### config.mk
export PLATFORM = sky130hd
export DESIGN_NAME = config_shift_receiver
export DESIGN_NICKNAME = d
export VERILOG_FILES = /design/src/rtl/config_shift_receiver.sv
export SDC_FILE = /design/constraint.sdc
export NUM_CORES = 1
export LEC_CHECK = 0
export ABC_AREA = 1
export BUFFER_PORTS_ARGS = -buffer_cell sky130_fd_sc_hd__buf_2
export CAP_MARGIN = 0
export CELL_PAD_IN_SITES_DETAIL_PLACEMENT = 2
export CELL_PAD_IN_SITES_GLOBAL_PLACEMENT = 2
export CORE_MARGIN = 1
export CORE_UTILIZATION = 33
export DETAILED_ROUTE_END_ITERATION = 10
export HOLD_SLACK_MARGIN = 0.02
export PLACE_DENSITY_LB_ADDON = 0.15
export SKIP_LAST_GASP = 1
export SYNTH_ARGS = -nofsm -noshare
export SYNTH_HDL_FRONTEND = slang
export SYNTH_SLANG_ARGS = --single-unit
### constraint.sdc
create_clock -name clk -period 1.6 [get_ports clk]
set_input_delay 0.32 -clock clk [delete_from_list [all_inputs] [get_ports clk]]
set_output_delay 0.32 -clock clk [all_outputs]
set_load 0.005 [all_outputs]
### src/rtl/config_shift_receiver.sv
// Receiver for the 3-wire serial configuration link (enable, sclk, data).
// Synchronises the pins, shifts a WIDTH-bit word in LSB-first and commits it only on an exact bit count.
//
//   state  | meaning
//   -------+----------------------------------------------------------------
//   IDLE   | waiting for enable to rise; sclk activity is ignored
//   SHIFT  | frame open; each sclk rise shifts one bit in and bumps cnt
//   COMMIT | frame closed; load cfg_out if cnt == WIDTH, else flag cfg_error
module config_shift_receiver #(
    parameter int unsigned      WIDTH       = 33,
    parameter logic [WIDTH-1:0] RESET_CFG   = '0,
    parameter int unsigned      SYNC_STAGES = 2
) (
    input  logic             clk,
    input  logic             reset,
    input  logic             enable_in,
    input  logic             sclk_in,
    input  logic             data_in,
    output logic [WIDTH-1:0] cfg_out,
    output logic             cfg_valid,
    output logic             cfg_error,
    output logic             busy
);

    localparam int unsigned   CW       = $clog2(WIDTH + 2);
    localparam logic [CW-1:0] CNT_FULL = CW'(WIDTH);
    localparam logic [CW-1:0] CNT_SAT  = CW'(WIDTH + 1);
    localparam logic [CW-1:0] CNT_ONE  = CW'(1);

    typedef enum logic [1:0] {
        IDLE   = 2'd0,
        SHIFT  = 2'd1,
        COMMIT = 2'd2
    } state_t;

    state_t                 state;
    logic [SYNC_STAGES-1:0] en_sync;
    logic [SYNC_STAGES-1:0] sclk_sync;
    logic [SYNC_STAGES-1:0] dat_sync;
    logic                   en_d;
    logic                   sclk_d;
    logic                   en_s;
    logic                   sclk_s;
    logic                   dat_s;
    logic                   en_rise;
    logic                   sclk_rise;
    logic [WIDTH-1:0]       sr;
    logic [CW-1:0]          cnt;

    // All three pins share one depth so dat_s stays aligned with sclk_s.
    always_ff @(posedge clk) begin
        if (reset) begin
            en_sync   <= '0;
            sclk_sync <= '0;
            dat_sync  <= '0;
            en_d      <= 1'b0;
            sclk_d    <= 1'b0;
        end else begin
            en_sync   <= {en_sync[SYNC_STAGES-2:0], enable_in};
            sclk_sync <= {sclk_sync[SYNC_STAGES-2:0], sclk_in};
            dat_sync  <= {dat_sync[SYNC_STAGES-2:0], data_in};
            en_d      <= en_s;
            sclk_d    <= sclk_s;
        end
    end

    assign en_s      = en_sync[SYNC_STAGES-1];
    assign sclk_s    = sclk_sync[SYNC_STAGES-1];
    assign dat_s     = dat_sync[SYNC_STAGES-1];
    assign en_rise   = en_s & ~en_d;
    assign sclk_rise = sclk_s & ~sclk_d;

    always_ff @(posedge clk) begin
        if (reset) begin
            state     <= IDLE;
            cnt       <= '0;
            sr        <= '0;
            cfg_out   <= RESET_CFG;
            cfg_valid <= 1'b0;
            cfg_error <= 1'b0;
            busy      <= 1'b0;
        end else begin
            cfg_valid <= 1'b0;
            case (state)
                IDLE: begin
                    if (en_rise) begin
                        cnt       <= '0;
                        cfg_error <= 1'b0;
                        busy      <= 1'b1;
                        state     <= SHIFT;
                    end
                end
                SHIFT: begin
                    // A bit arriving alongside the enable fall still belongs to this frame.
                    if (sclk_rise) begin
                        sr <= {dat_s, sr[WIDTH-1:1]};
                        if (cnt != CNT_SAT) begin
                            cnt <= cnt + CNT_ONE;
                        end
                    end
                    if (!en_s) begin
                        state <= COMMIT;
                    end
                end
                COMMIT: begin
                    if (cnt == CNT_FULL) begin
                        cfg_out   <= sr;
                        cfg_valid <= 1'b1;
                    end else begin
                        cfg_error <= 1'b1;
                    end
                    busy  <= 1'b0;
                    state <= IDLE;
                end
                default: begin
                    busy  <= 1'b0;
                    state <= IDLE;
                end
            endcase
        end
    end

endmodule

==> run summary <==
Area of the core: 9240 sq um
Grt ovf: 0
Drt drc: 0
Non-filler cells, final: 577
Clock Skew: 0.01347 ns
FF+latch area: 1703 sq um
Share of the synthesized area in the top cell type: 0.5425
Final setup vio count: 0
ANT nets after route: 0
Post-synthesis cell type count: 26
Starting Density: 0.3395
Vias: 2699
Post-synth EDFFs: 0
Mapped cell area: 3137 sq um
Max Cap Violations: 0
Cts-stage hold buffer count: 0
DP Area: 3440 sq um
Reg-to-reg setup timing slack: 0.16 ns
Post-synthesis async set-or-reset flop share: 0
Fin area: 3704 sq um
Final core utilization: 0.4008
TritonCTS Buffers: 9
DP Cell Count: 556
Post-layout min period: 1.437 ns
Drt first pass iters: 3
WL final: 7832 um
CP endpoint: cfg_out[24]
P_leak: 1.729 nW
Largest net degree at the start of global routing: 69
Reg-to-reg startpoint: cnt[1]
Initial antenna violation count: 0
Tot GR Track Use: 0.1740
Primary FF master, synth: dfxtp_1
Area delta synth->final: 18.07%
First-pass GRT wire length: 13240 um
Slew headroom: 0.7637
Slew Viols, Final: 0
CP endpoint kind: flip-flop
Count leader, synth: nor2_1
Reg2reg end: cfg_out[24]
Die Area: 9899 sq um
Flops & latches, synth: 85
Footprint of the multi-input gates: 1222 sq um
Commonest cells post-synth: 154 x nor2_1, 85 x dfxtp_1, 64 x o21ai_0, 20 x nand2_1, 15 x inv_1
Setup crit start: cnt[1]
Worst-path clk slew: 0.09 ns
Slew @ Worst Pin: 0.3544 ns
Starting DRT DRC Count: 50
CTS max path bufs: 2
R2r worst-path depth: 8
Number of H-tree levels: 3
Crit Path Category: flip-flop to flip-flop
Latest clock arrival within the worst-skew pair: 0.37 ns
HP Class: primary input to flip-flop
Tcrit/Tclk final: 0.8979
Crit-path max FO: 10
Fill cells: 1100
Maximum VDD drop: 0.4225 mV
GPL Wtd Cong: 0.8278
Layout net count: 451
Syn nets: 407
RSZ-0062 raised after global routing: false
Die Span Y: 99.50 um
Root buffer cell: clkbuf_8
Synth Instances: 399
Critical Path Start Type: flip-flop
# diodes: 0
Hpwl dp: 5159 um
Max frequency: 696.1 MHz
Share of cells above drive strength 1: 0.1920
Vias per inst: 4.678
Ys Warns: 0
Critical Path AT: 1.69 ns
Outcome: finished, final reports clean
Final hold vios: 0
Vias in the first global route: 2766
DIE WIDTH: 99.50 um
Clk sinks: 85
Buffers on Ports: 40
I/O pins: 41
Critical Path RT: 1.86 ns
Avg Inst Size Synth: 7.862 sq um
CTS tree: yes
Setup_tns: 0 ns
Synth top area cells: dfxtp_1 54%, nor2_1 18%, o21ai_0 10%
Tot Pwr: 0.003894 W
Site Rows: 35
Routed len/inst: 13.57 um
Power Dens Cells: 1051 nW/um^2
Post-synthesis sequential area ratio: 0.5425
Yosys top cell by area: dfxtp_1
==> repair_timing <==
action	CTS	global route
resized for setup	3	5
endpoints found under the setup margin	7	23
setup buffers	0	4
gates cloned	1	0
pin swaps	1	1
endpoints found under the hold margin	0	0
==> power by group <==
| part | switching, W | internal, W |
|---|---|---|
| registers | 0.0000103 | 0.00213 |
| logic | 0.0000749 | 0.0000379 |
| clock network | 0.000844 | 0.000795 |
| total | 0.000929 | 0.00297 |
==> stage by stage <==
stage	setup WS [ns]	hold WS, ns
6_report	0.1634	0.1544
5_1_grt	0.03827	0.1401
4_1_cts	0.005753	0.1412
3_5_place_dp	-0.03315	0.4014
3_3_place_gp	0.1427	0.3917
2_1_floorplan	0.3244	0.3883
==> placed cells by master, fill, tap and decap left out, types with 2 or more instances in the layout <==
master    count
nor2_1      154
dfxtp_1      84
o21ai_0      62
buf_2        40
nand2_1      20
inv_1        15
buf_4        12
clkbuf_8     10
nand3_1       9
inv_2         5
o21ai_1       5
a21oi_1       5
nand2_4       3
ha_1          3
inv_6         3
nand2_2       2
nor2_2        2
inv_8         2
==> flip-flops by register name, summed over array words and instances, names as in the netlist <==
| register | count |
|---|---|
| sr | 33 |
| en_sync | 2 |
| cnt | 6 |
| cfg_valid | 1 |
| busy | 1 |
| cfg_out | 33 |
| state | 2 |
| cfg_error | 1 |
| sclk_d | 1 |
| sclk_sync | 2 |
| en_d | 1 |
| dat_sync | 2 |
==> area by class of cell <==
cell class	instances	area share
clock inverters	6	0.02061
inverters	22	0.02500
multi-input cells	272	0.3301
clock buffers	10	0.03716
well taps	129	0.04358
flip-flops and latches	85	0.4598
repair buffers	53	0.08378
==> cell families (layout without fill, tap and decap cells) <==
kind of cell	Yosys count	in the layout	share of synthesized area
adder cells (fa/ha/maj)	3	3	0.01197
XOR/XNOR	1	1	0.002793
AND/OR/NAND/NOR	193	194	0.2521
buffers and inverters	43	91	0.07140
flip-flops	85	85	0.5425
AO/OA/AOI/OAI	74	74	0.1193
==> critical path, stage by stage (launching register included) <==
cell	delay, ns
dfxtp_2	0.35
inv_1	0.06
ha_1	0.14
inv_1	0.06
nor2_4	0.15
nand2_4	0.13
buf_4	0.20
o21ai_0	0.16
nor2_1	0.08
==> worst min-delay path by stage <==
stage	cells past startpoint	endpoint	start
finish	3	en_sync[0]	enable_in
global route	3	en_sync[0]	enable_in
CTS	3	en_sync[0]	enable_in
detailed placement	2	en_sync[1]	en_sync[0]
global placement	2	sclk_sync[1]	sclk_sync[0]
floorplan	2	dat_sync[1]	dat_sync[0]
==> routing by layer <==
| layer | wire length [um] | part of all wire | up-vias | GRT usage |
|---|---|---|---|---|
| li1 | - | - | 1344 | - |
| met1 | 3478 | 0.44 | 1304 | 0.2061 |
| met2 | 3955 | 0.50 | 34 | 0.3002 |
| met3 | 219 | 0.028 | 17 | 0.04216 |
| met4 | 178 | 0.023 | 0 | 0.07466 |
| met5 | 0 | 0 | - | 0 |
No activity file was read; power rests on OpenSTA's default activity.
